===== src/rtl/multicycle_control_unit.sv =====
// Multi-cycle control FSM for the 24-bit CPU.
// Steps each instruction through FETCH/DECODE/EXEC/MEM/WB and drives the
// datapath enables for the current step. It waits on MemReady in FETCH and
// MEM, flags unknown opcodes, holds in FETCH on Halt and keeps a saturating
// count of retired instructions.
module multicycle_control_unit #(
  parameter int OPCODE_WIDTH = 4,
  parameter int ALUOP_WIDTH  = 2,
  parameter int CNT_WIDTH    = 16,
  parameter logic [OPCODE_WIDTH-1:0] OP_RTYPE = 4'b0110,
  parameter logic [OPCODE_WIDTH-1:0] OP_MUL   = 4'b0111,
  parameter logic [OPCODE_WIDTH-1:0] OP_LW    = 4'b0010,
  parameter logic [OPCODE_WIDTH-1:0] OP_SW    = 4'b0011,
  parameter logic [OPCODE_WIDTH-1:0] OP_BEQ   = 4'b0100,
  parameter logic [OPCODE_WIDTH-1:0] OP_ADDI  = 4'b0001
) (
  input  logic                    Clock,
  input  logic                    Reset,
  input  logic [OPCODE_WIDTH-1:0] OPCODE,
  input  logic                    MemReady,
  input  logic                    Halt,
  output logic                    IRWrite,
  output logic                    PCWrite,
  output logic                    PCWriteCond,
  output logic                    IorD,
  output logic                    MemRead,
  output logic                    MemWrite,
  output logic                    MemToReg,
  output logic                    RegDst,
  output logic                    RegWrite,
  output logic                    AluSrcA,
  output logic [1:0]              AluSrcB,
  output logic [ALUOP_WIDTH-1:0]  AluOp,
  output logic [2:0]              State,
  output logic                    IllegalOp,
  output logic                    InstrDone,
  output logic [CNT_WIDTH-1:0]    RetiredCount
);

  typedef enum logic [2:0] {
    sFetch  = 3'd0,
    sDecode = 3'd1,
    sExec   = 3'd2,
    sMem    = 3'd3,
    sWb     = 3'd4
  } state_t;

  state_t                  stateReg;
  logic [OPCODE_WIDTH-1:0] opReg;
  logic [CNT_WIDTH-1:0]    countReg;
  logic                    opLegal;

  // Opcode currently on the instruction register is one we know how to run.
  always_comb begin
    opLegal = (OPCODE == OP_RTYPE) || (OPCODE == OP_MUL) || (OPCODE == OP_LW) ||
              (OPCODE == OP_SW)    || (OPCODE == OP_BEQ) || (OPCODE == OP_ADDI);
  end

  // State sequencing, opcode latch and saturating retire counter.
  always_ff @(posedge Clock or posedge Reset) begin
    if (Reset) begin
      stateReg <= sFetch;
      opReg    <= '0;
      countReg <= '0;
    end else begin
      case (stateReg)
        sFetch: begin
          if (!Halt && MemReady) stateReg <= sDecode;
        end
        sDecode: begin
          opReg    <= OPCODE;
          stateReg <= opLegal ? sExec : sFetch;
        end
        sExec: begin
          if (opReg == OP_LW || opReg == OP_SW)
            stateReg <= sMem;
          else if (opReg == OP_RTYPE || opReg == OP_MUL || opReg == OP_ADDI)
            stateReg <= sWb;
          else
            stateReg <= sFetch;
        end
        sMem: begin
          if (MemReady) stateReg <= (opReg == OP_LW) ? sWb : sFetch;
        end
        default: stateReg <= sFetch;
      endcase
      if (InstrDone && (countReg != '1)) countReg <= countReg + 1'b1;
    end
  end

  // Per-state datapath controls; everything is held low while Reset is high
  // so an aborted instruction cannot touch memory, the PC or the registers.
  always_comb begin
    IRWrite     = 1'b0;
    PCWrite     = 1'b0;
    PCWriteCond = 1'b0;
    IorD        = 1'b0;
    MemRead     = 1'b0;
    MemWrite    = 1'b0;
    MemToReg    = 1'b0;
    RegDst      = 1'b0;
    RegWrite    = 1'b0;
    AluSrcA     = 1'b0;
    AluSrcB     = 2'b00;
    AluOp       = '0;
    IllegalOp   = 1'b0;
    InstrDone   = 1'b0;
    if (!Reset) begin
      case (stateReg)
        sFetch: begin
          if (!Halt) begin
            MemRead = 1'b1;
            AluSrcB = 2'b01;
            IRWrite = MemReady;
            PCWrite = MemReady;
          end
        end
        sDecode: begin
          AluSrcB   = 2'b11;
          IllegalOp = !opLegal;
        end
        sExec: begin
          AluSrcA = 1'b1;
          if (opReg == OP_RTYPE) begin
            AluOp = ALUOP_WIDTH'(2'b10);
          end else if (opReg == OP_MUL) begin
            AluOp = ALUOP_WIDTH'(2'b11);
          end else if (opReg == OP_LW || opReg == OP_SW || opReg == OP_ADDI) begin
            AluSrcB = 2'b10;
          end else if (opReg == OP_BEQ) begin
            AluOp       = ALUOP_WIDTH'(2'b01);
            PCWriteCond = 1'b1;
            InstrDone   = 1'b1;
          end
        end
        sMem: begin
          IorD      = 1'b1;
          MemRead   = (opReg == OP_LW);
          MemWrite  = (opReg == OP_SW);
          InstrDone = (opReg == OP_SW) && MemReady;
        end
        sWb: begin
          RegWrite  = 1'b1;
          InstrDone = 1'b1;
          RegDst    = (opReg == OP_RTYPE) || (opReg == OP_MUL);
          MemToReg  = (opReg == OP_LW);
        end
        default: ;
      endcase
    end
  end

  assign State        = stateReg;
  assign RetiredCount = countReg;

endmodule


===== config.mk =====
export PLATFORM = sky130hd
export DESIGN_NAME = multicycle_control_unit
export DESIGN_NICKNAME = d
export VERILOG_FILES = /design/src/rtl/multicycle_control_unit.sv
export SDC_FILE = /design/constraint.sdc
export NUM_CORES = 1
export LEC_CHECK = 0
export ABC_AREA = 1
export ABC_CLOCK_PERIOD_IN_PS = 4440
export CORE_MARGIN = 2
export CORE_UTILIZATION = 52
export CTS_BUF_LIST = sky130_fd_sc_hd__clkbuf_8 sky130_fd_sc_hd__clkbuf_16
export DETAILED_ROUTE_END_ITERATION = 10
export PLACE_DENSITY = 0.94
export SYNTH_ARGS = -nofsm -noshare
export SYNTH_HDL_FRONTEND = slang
export SYNTH_SLANG_ARGS = --single-unit

===== constraint.sdc =====
create_clock -name Clock -period 4.44 [get_ports Clock]
set_input_delay 0.888 -clock Clock [delete_from_list [all_inputs] [get_ports Clock]]
set_output_delay 0.888 -clock Clock [all_outputs]
set_load 0.01 [all_outputs]

Word level (Yosys, flattened, before mapping) --
Cells that the tools add are included.
Storage, ports and cells: word-level logic and storage cells 86, register bits after elaboration 23
Operators by class: add/sub/neg operators 1, mux-type cells 47, reductions and logical operators 16, eq/ne operators 19
Operator list (count):
- 2-to-1 mux 1 bit | 29
- equality test 4 x 3 -> 1 bit, second input constant | 6
- 2-to-1 mux 2 bit | 9
- adder 16 x 1 -> 16 bit, second input constant | 1
- equality test 4 x 2 -> 1 bit, second input constant | 4
- inequality test 16 bit, second input constant | 1
- 2-to-1 mux 3 bit | 5
- case mux 3 bit (4 select lines) | 1
- logical OR 1 bit | 9
- equality test 4 x 1 -> 1 bit, second input constant | 2
- equality test 3 x 2 -> 1 bit, second input constant | 2
- case mux 2 bit (3 select lines) | 1
- inequality test 2 bit, second input constant | 2
- equality test 3 x 1 -> 1 bit, second input constant | 1
- equality test 3 bit, second input constant | 1
- logical AND 1 bit | 3
- zero test 3 bit | 1
- case mux 1 bit (3 select lines) | 1
- zero test 1 bit | 2
- case mux 1 bit (2 select lines) | 1
- AND reduction 2 bit | 1

Logic depth before layout (Yosys ltp) --
Gate-level depths: netlist of run 1.
depth after elaboration 9, gate-level depth with buffers 9, depth with buffers taken out 9

Least setup slack after synthesis of run 1 --
Ideal clock, no wire load.
path kind input-to-output, start point in Reset, end point out InstrDone, data required time 3.552 ns, path slack 1.332 ns, cell stages on the path 4, arrival time 2.220 ns, cell sequence inv_1 clkbuf_1 nand2_1 nand2_2
Between the ends: word-level cells in the longest chain between the ends 1
RTL lines:
- start, declared | line 18 | input logic Reset,
- 2-to-1 mux 1 bit | line 108 | if (!Reset) begin
- end, declared | line 36 | output logic InstrDone,
Every way passes these cells.

Worst setup path after layout of run 1 --
Same ends and word-level chain as after synthesis.

==> results of run 1 <==
[placed cells by master (no fill, tap or decap), drive strengths merged, types with 3 or more instances in the layout]
master	netlist	layout
inv	29	29
nand2	91	91
nor3	8	8
o21ai	11	11
a21oi	3	3
clkbuf	2	3
xor2	3	3
clkdlybuf4s50	0	42
dfrtp	23	23
nand3b	4	4
nand3	21	21
nor2	31	31
nand4	13	13
[cells by family (layout without fill, tap and decap cells)]
kind of cell	Yosys count	after routing
AND/OR/NAND/NOR	170	170
buffers and inverters	34	76
flip-flops	23	23
AO/OA/AOI/OAI	15	15
XOR/XNOR	4	4
adder cells (fa/ha/maj)	1	1
[through the flow]
step | power [mW] | hold slack [ns] | cells | setup slack, ns
final | 0.688 | 0.510 | 333 | 0.922
after global routing | 0.731 | 0.531 | 333 | 0.828
after global placement | 0.552 | 0.485 | 329 | 1.03
after floorplan | 0.448 | 0.465 | 247 | 1.33
after CTS | 0.693 | 0.510 | 333 | 0.962
after detailed placement | 0.559 | 0.490 | 329 | 0.968
[how the worst max path moves through the flow]
stage                            to  slack, ns  cells after the start
after floorplan           InstrDone       1.33                      4
after global placement    InstrDone       1.03                      5
after detailed placement  InstrDone       0.97                      5
after CTS                 InstrDone       0.96                      5
after global routing      InstrDone       0.83                      5
final                     InstrDone       0.92                      5
[state kept, by name, indices dropped and copies added (netlist names)]
name / cells
State: 3
opReg: 4
RetiredCount: 16
[tightest hold or removal path: stages, from the launching register on]
cell	delay, ns
dfrtp_1	0.38
nand2_1	0.06
nand2_1	0.05
[layer usage]
layer	vias to the layer above	global-route usage (%)
met5	-	0
met4	0	8.25
met3	5	3.68
met2	60	47.0
met1	815	30.6
li1	873	-
[report_power, final]
part	switching (mW)	internal [mW]
logic	0.157	0.113
clock network	0.0707	0.0629
registers	0.0420	0.243
total	0.270	0.419
[area by class of cell]
type                       instances  area [um^2]  area share [%]
multi-input combinational        190          918            43.1
sequential                        23          576            27.0
timing repair buffer              43          428            20.1
inverter                          29          109            5.11
tap                               44         55.1            2.58
clock buffer                       3         41.3            1.94
clock inverter                     1         5.00           0.235
==> results.sh, run 1 <==
export IMPL_status="complete, no violations"
export IMPL_wirelength_mm=4.13
export IMPL_core_mm2=0.00303
export IMPL_skew_ns=0.00193
export IMPL_vias_per_cell=5.26
export IMPL_path_clk_slew_ns=0.08
export IMPL_r2r_cells=7
export IMPL_track_usage_pct=25.7
export IMPL_dieWidth_um=60.1
export IMPL_synth_top_family_by_area="simple AND/OR/NAND/NOR gates"
export IMPL_synth_ff_type="dfrtp_1"
export IMPL_cts_max_path_buffers=2
export IMPL_drt_met1_wl_mm=1.72
export IMPL_yosys_warnings=0
export IMPL_synth_compound_area_share_pct=4.75
export IMPL_synth_fp_nets=256
export IMPL_startpoint="Reset"
export IMPL_syn_mean_instance_area_um2=6.62
export IMPL_ys_seq_elements=23
export IMPL_wire_per_inst_um=12.4
export IMPL_syn_inst=247
export IMPL_crit_fanout=13
export IMPL_tightest_slew_ns=0.512
export IMPL_worstHoldStart="opReg[2]"
export IMPL_synth_top_area_share_pct=35.2
export IMPL_antenna_found_initial=0
export IMPL_yosys_area_share_adder_pct=0.766
export IMPL_hold_depth=2
export IMPL_cts_sinks=23
export IMPL_drtPass1Iterations=4
export IMPL_cts_tree="done"
export IMPL_synth_top_area_cell="dfrtp_1"
export IMPL_worstPathArrival_ns=2.63
export IMPL_finish_utilization_pct=70.4
export IMPL_vias=1753
export IMPL_grt_overflow=0
export IMPL_drive_above_1_share_pct=5.88
export IMPL_yosysSeqAreaShare_pct=35.2
export IMPL_reg2reg_slack_ns=2.36
export IMPL_slew_violations=0
export IMPL_r2r_end="RetiredCount[9]"
export IMPL_area_growth_syn_to_layout_pct=30.5
export IMPL_final_nets=299
export IMPL_synth_simple_gate_area_share_pct=48.5
export IMPL_powerDensity_mw_per_mm2=323
export IMPL_port_buffers=42
export IMPL_rsz0062_at_grt="no"
export IMPL_path_class="input port to output pin"
export IMPL_r2r_start="RetiredCount[0]"
export IMPL_synthXorXnorAreaFrac_pct=2.14
export IMPL_hold_viol=0
export IMPL_ys_types=26
export IMPL_antenna_cells=0
export IMPL_max_stage_delay_ns=0.62
export IMPL_drt_iter0_drc=99
export IMPL_cts_hold_buffers=0
export IMPL_maxSlewHeadroom_pct=65.7
export IMPL_final_area_mm2=0.00213
export IMPL_route_detailed_drc=0
export IMPL_cts_max_level=1
export IMPL_synth_edf_count=0
export IMPL_hold_path_end="opReg[2]"
export IMPL_synth_most_common_cell="nand2_1"
export IMPL_die_y_um=60.1
export IMPL_power_leakage_nw=0.957
export IMPL_ios=43
export IMPL_async_flop_share_pct=100
export IMPL_drt_antenna_violating_nets=0
export IMPL_fin_crit_sh_pct=79.2
export IMPL_rows=20
export IMPL_dieArea_mm2=0.00361
export IMPL_critPathTopFamily="buffers and inverters"
export IMPL_fin_setup_tns_ns=0
export IMPL_dr_max_layer_used="met4"
export IMPL_gp_congestion=0.915
export IMPL_crit_path_start_kind="input port"
export IMPL_dp_hpwl_mm=3.06
export IMPL_wl_met2_mm=2.11
export IMPL_start_util_pct=54.0
export IMPL_fmax_mhz=284
export IMPL_cts_buffers=3
export IMPL_min_period_ns=3.52
export IMPL_peakVddDrop_uv=257
export IMPL_path_cells="clkdlybuf4s50_1, nor2_1, inv_1, nand2_2, clkdlybuf4s50_1"
export IMPL_slowest_stage="clkdlybuf4s50_1"
export IMPL_cap_violations=0
export IMPL_synth_common_cells="nand2_1, nor2_1, inv_1"
export IMPL_synth_mux_area_share_pct=0
export IMPL_synth_area_leaders="dfrtp_1, nand2_1, nor2_1, inv_1, nand4_1"
export IMPL_synthesis_area_mm2=0.00163
export IMPL_cts_setup_buffers=0
export IMPL_root_buffer="clkbuf_8"
export IMPL_route_met3_wl_um=237
export IMPL_setup_violations=0
export IMPL_placedInstanceArea_mm2=0.00209
export IMPL_post_cts_resized=0
export IMPL_cp_common_cell="clkdlybuf4s50_1"
export IMPL_clkLatencyLatePin_ns=0.27
export IMPL_crit_required_ns=3.55
export IMPL_end_kind="output pin"
export IMPL_cp_num_buf_inv=3
export IMPL_fillers=260
export IMPL_hp_class="register to register"
export IMPL_grt_pass1_wl_mm=7.07
export IMPL_grt_pass1_vias=1597
export IMPL_grt_max_degree=33
No activity file was read; power rests on OpenSTA's default activity.
==> run 2: changes to the inputs <==
--- a/config.mk
+++ b/config.mk
@@ -6,12 +6,12 @@
 export NUM_CORES = 1
 export LEC_CHECK = 0
 export ABC_AREA = 1
-export ABC_CLOCK_PERIOD_IN_PS = 4440
+export ABC_CLOCK_PERIOD_IN_PS = 2900
 export CORE_MARGIN = 2
-export CORE_UTILIZATION = 52
+export CORE_UTILIZATION = 44
 export CTS_BUF_LIST = sky130_fd_sc_hd__clkbuf_8 sky130_fd_sc_hd__clkbuf_16
 export DETAILED_ROUTE_END_ITERATION = 10
-export PLACE_DENSITY = 0.94
+export PLACE_DENSITY = 0.85
 export SYNTH_ARGS = -nofsm -noshare
 export SYNTH_HDL_FRONTEND = slang
 export SYNTH_SLANG_ARGS = --single-unit
==> constraint.sdc (replaced) <==
create_clock -name Clock -period 2.9 [get_ports Clock]
set_input_delay 0.58 -clock Clock [delete_from_list [all_inputs] [get_ports Clock]]
set_output_delay 0.58 -clock Clock [all_outputs]
set_load 0.01 [all_outputs]
==> results.sh, run 2 (same netlist as run 1, synthesis figures left out) <==
export IMPL_fin_setup_tns_ns=0
export IMPL_slowest_stage="clkdlybuf4s50_1"
export IMPL_crit_fanout=7
export IMPL_holdWs_ns=0.510
export IMPL_worstPathArrival_ns=2.18
export IMPL_grt_pass1_wl_mm=6.62
export IMPL_placedInstanceArea_mm2=0.00211
export IMPL_port_buffers=42
export IMPL_ios=43
export IMPL_route_detailed_drc=0
export IMPL_largest_reg_flops=16
export IMPL_peakVddDrop_uv=350
export IMPL_skew_ns=0.00166
export IMPL_die_y_um=64.9
export IMPL_hp_class="register to register"
export IMPL_path_cells="clkdlybuf4s50_1, nor3_1, nand2_1, o21ai_0, clkdlybuf4s50_1"
export IMPL_antenna_found_initial=0
export IMPL_drtPass1Iterations=4
export IMPL_end_kind="output pin"
export IMPL_p_seq_share_pct=41.0
export IMPL_post_cts_resized=0
export IMPL_fin_crit_sh_pct=95.2
export IMPL_tightest_slew_ns=0.415
export IMPL_rows=22
export IMPL_dieArea_mm2=0.00422
export IMPL_cts_tree="done"
export IMPL_wirelength_mm=4.00
export IMPL_area_growth_syn_to_layout_pct=32.1
export IMPL_antenna_cells=0
export IMPL_wire_per_inst_um=11.8
export IMPL_final_area_mm2=0.00216
export IMPL_hold_viol=0
export IMPL_cts_max_level=1
export IMPL_cts_max_path_buffers=2
export IMPL_pwr_share_comb_pct=40.0
export IMPL_mostFrequentLayoutCells="nand2_1, clkdlybuf4s50_1, nor2_1"
export IMPL_maxSlewHeadroom_pct=72.3
export IMPL_cp_common_cell="clkdlybuf4s50_1"
export IMPL_core_mm2=0.00361
export IMPL_dp_cells=336
export IMPL_multi_input_area_um2=918
export IMPL_cts_hold_buffers=0
export IMPL_finish_utilization_pct=59.9
export IMPL_cts_buffers=3
export IMPL_status="complete, no violations"
export IMPL_slew_violations=0
export IMPL_vias_per_cell=5.10
export IMPL_crit_path_start_kind="input port"
export IMPL_final_nets=302
export IMPL_fmax_mhz=362
export IMPL_cts_setup_buffers=0
export IMPL_power_leakage_nw=0.974
export IMPL_grt_max_degree=33
export IMPL_setup_violations=0
export IMPL_clkPwrFrac_pct=18.9
export IMPL_final_common_cell="nand2_1"
export IMPL_grt_pass1_vias=1524
export IMPL_p_int_uw=652
export IMPL_grt_overflow=0
export IMPL_clkLatencyLatePin_ns=0.27
export IMPL_track_usage_pct=20.2
export IMPL_register_area_um2=576
export IMPL_path_class="input port to output pin"
export IMPL_fillers=337
export IMPL_max_stage_delay_ns=0.58
export IMPL_r2r_cells=7
export IMPL_drt_iter0_drc=131
export IMPL_powerDensity_mw_per_mm2=491
export IMPL_vias=1735
export IMPL_rsz0062_at_grt="no"
export IMPL_cts_sinks=23
export IMPL_switchingPower_uw=409
export IMPL_gp_congestion=0.846
export IMPL_min_period_ns=2.76
export IMPL_drive_above_1_share_pct=6.51
export IMPL_dp_hpwl_mm=2.96
export IMPL_p_sw_share_pct=38.5
export IMPL_cap_violations=0
export IMPL_root_buffer="clkbuf_8"
export IMPL_start_util_pct=45.3
export IMPL_layoutNonFillerInstCount=340
export IMPL_path_clk_slew_ns=0.08
export IMPL_drt_antenna_violating_nets=0
export IMPL_crit_required_ns=2.32
export IMPL_dieWidth_um=64.9
export IMPL_hold_depth=2
-- run 2: changes by cell type in the layout (fill, tap and decap cells not counted) --
cell	previous run	this run
clkinv_2	1	0
buf_4	1	4
inv_1	28	29
-- run 2: final timing paths --
kind / start / endpoint / slack [ns]
min in group asynchronous: Reset / State[2] / 0.92
max in group asynchronous: Reset / RetiredCount[9] / 1.70
worst max register to register: RetiredCount[0] / RetiredCount[15] / 0.87
worst max-delay path: Reset / AluOp[0] / 0.14
worst min-delay path: opReg[2] / opReg[2] / 0.51
worst min register to register: opReg[2] / opReg[2] / 0.51
-- run 2: power by group through the flow --
stage / logic (mW) / clock network, mW / registers [mW]
floorplan: 0.245 / 0 / 0.440
CTS: 0.429 / 0.203 / 0.436
global placement: 0.418 / 0 / 0.439
detailed placement: 0.426 / 0 / 0.441
global route: 0.477 / 0.216 / 0.446
finish: 0.424 / 0.201 / 0.435
-- run 2: area by class of cell --
type / count / area share [%]
well taps: 48 / 2.78
inverters: 29 / 5.04
clock buffers: 3 / 1.91
multi-input cells: 190 / 42.6
repair buffers: 46 / 20.9
flip-flops and latches: 23 / 26.7
clock inverters: 1 / 0.174
-- run 2: metal layers --
metal  GRT usage [%]  wire length (um)  up-vias
li1                -                 -      881
met1            25.3              1790      796
met2            35.2              1960       53
met3            2.95               213        5
met4            6.91                47        0
met5               0                 0        -
-- run 2: per-stage QoR --
stage | setup WS, ns | power [mW]
after floorplan | 0.408 | 0.685
after global placement | 0.215 | 0.858
after detailed placement | 0.172 | 0.868
after CTS | 0.163 | 1.07
after global routing | 0.00672 | 1.14
final | 0.139 | 1.06
-- run 2: worst max-delay path, delay by kind of cell --
kind / cells / cell delay (ns)
and+or+nand+nor: 2 / 0.38
AOI/OAI and AO/OA: 1 / 0.11
buffers and inverters: 2 / 1.11
==> run 3: changes to the inputs <==
--- a/config.mk
+++ b/config.mk
@@ -6,12 +6,13 @@
 export NUM_CORES = 1
 export LEC_CHECK = 0
 export ABC_AREA = 1
-export ABC_CLOCK_PERIOD_IN_PS = 2900
+export ABC_CLOCK_PERIOD_IN_PS = 3400
 export CORE_MARGIN = 2
-export CORE_UTILIZATION = 44
+export CORE_UTILIZATION = 52
 export CTS_BUF_LIST = sky130_fd_sc_hd__clkbuf_8 sky130_fd_sc_hd__clkbuf_16
+export CTS_CLUSTER_DIAMETER = 200
 export DETAILED_ROUTE_END_ITERATION = 10
-export PLACE_DENSITY = 0.85
+export PLACE_DENSITY = 0.94
 export SYNTH_ARGS = -nofsm -noshare
 export SYNTH_HDL_FRONTEND = slang
 export SYNTH_SLANG_ARGS = --single-unit
==> constraint.sdc (replaced) <==
create_clock -name Clock -period 3.4 [get_ports Clock]
set_input_delay 0.68 -clock Clock [delete_from_list [all_inputs] [get_ports Clock]]
set_output_delay 0.68 -clock Clock [all_outputs]
set_load 0.01 [all_outputs]
==> results.sh, run 3 (same netlist as run 1, synthesis figures left out) <==
export IMPL_cp_common_cell="clkdlybuf4s50_1"
export IMPL_hold_depth=2
export IMPL_vias=1763
export IMPL_grt_pass1_wl_mm=7.04
export IMPL_antenna_found_initial=0
export IMPL_hp_class="register to register"
export IMPL_largest_reg_flops=16
export IMPL_r2r_start="RetiredCount[0]"
export IMPL_r2r_cells=7
export IMPL_cts_buffers=3
export IMPL_crit_required_ns=2.72
export IMPL_dieArea_mm2=0.00361
export IMPL_placedInstanceArea_mm2=0.00209
export IMPL_dieWidth_um=60.1
export IMPL_powerDensity_mw_per_mm2=425
export IMPL_vias_per_cell=5.28
export IMPL_drive_above_1_share_pct=5.86
export IMPL_slowest_stage="clkdlybuf4s50_1"
export IMPL_fmax_mhz=322
export IMPL_area_growth_syn_to_layout_pct=30.9
export IMPL_grt_overflow=0
export IMPL_port_buffers=42
export IMPL_max_stage_delay_ns=0.62
export IMPL_status="complete, no violations"
export IMPL_final_common_cell="nand2_1"
export IMPL_final_nets=300
export IMPL_min_period_ns=3.10
export IMPL_wire_per_inst_um=12.5
export IMPL_setup_violations=0
export IMPL_slew_violations=0
export IMPL_final_area_mm2=0.00214
export IMPL_worstHoldStart="opReg[2]"
export IMPL_skew_ns=0.00282
export IMPL_fin_crit_sh_pct=91.2
export IMPL_die_y_um=60.1
export IMPL_cts_tree="done"
export IMPL_route_detailed_drc=0
export IMPL_cts_max_level=1
export IMPL_startpoint="Reset"
export IMPL_maxSlewHeadroom_pct=71.5
export IMPL_path_cells="clkdlybuf4s50_1, nor2_1, inv_1, nand2_2, clkdlybuf4s50_1"
export IMPL_p_total_uw=909
export IMPL_ios=43
export IMPL_finish_utilization_pct=70.6
export IMPL_cts_setup_buffers=0
export IMPL_drt_antenna_violating_nets=0
export IMPL_cap_violations=0
export IMPL_cts_hold_buffers=0
export IMPL_end_kind="output pin"
export IMPL_peakVddDrop_uv=356
export IMPL_dp_hpwl_mm=3.10
export IMPL_drtPass1Iterations=5
export IMPL_crit_fanout=13
export IMPL_hold_viol=0
export IMPL_crit_path_start_kind="input port"
export IMPL_mostFrequentLayoutCells="nand2_1, clkdlybuf4s50_1, nor2_1"
export IMPL_path_clk_slew_ns=0.08
export IMPL_core_mm2=0.00303
export IMPL_fin_setup_tns_ns=0
export IMPL_clkLatencyLatePin_ns=0.27
export IMPL_tightest_slew_ns=0.427
export IMPL_path_class="input port to output pin"
export IMPL_antenna_cells=0
export IMPL_post_cts_resized=0
export IMPL_start_util_pct=54.0
export IMPL_grt_pass1_vias=1663
export IMPL_gp_congestion=0.920
export IMPL_root_buffer="clkbuf_8"
export IMPL_drt_iter0_drc=130
export IMPL_track_usage_pct=25.8
export IMPL_wirelength_mm=4.19
export IMPL_grt_max_degree=33
export IMPL_cts_sinks=23
export IMPL_rows=20
export IMPL_power_leakage_nw=0.964
export IMPL_rsz0062_at_grt="no"
export IMPL_worstPathArrival_ns=2.42
export IMPL_cts_max_path_buffers=2
==> run 3: cell type report <==
class                   instances  area, um^2
fillers                       255         890
flip-flops and latches         23         576
clock inverters                 1        3.75
inverters                      29         109
well taps                      44        55.1
repair buffers                 44         435
clock buffers                   3        41.3
multi-input cells             190         918
==> run 3: layer usage <==
layer | global-route usage [%] | wire [um] | vias up
li1 | - | - | 878
met1 | 30.4 | 1720 | 806
met2 | 46.4 | 2130 | 68
met3 | 3.46 | 245 | 11
met4 | 11.1 | 91 | 0
met5 | 0 | 0 | -
==> run 3: critical path: cells and delay by family <==
family,cells,cell delay [ns]
buffers and inverters,3,1.29
and+or+nand+nor,2,0.44
==> run 3: path summary, 6_finish.rpt <==
check	endpoint	slack, ns
min in group asynchronous	State[2]	1.17
hold reg to reg	opReg[2]	0.52
setup / recovery	InstrDone	0.30
max in group asynchronous	RetiredCount[14]	1.95
setup reg to reg	RetiredCount[7]	1.33
hold / removal	opReg[2]	0.52
==> run 3: through the flow <==
stage	worst slack [ns]	hold WS (ns)	cells
finish	0.299	0.518	334
detailed placement	0.320	0.502	330
CTS	0.297	0.521	334
floorplan	0.708	0.465	247
global route	0.169	0.540	334
global placement	0.409	0.483	330
==> run 3: report_power, final <==
part / switching [mW] / internal [mW]
logic: 0.212 / 0.156
registers: 0.0547 / 0.318
clock network: 0.0876 / 0.0809
total: 0.355 / 0.555
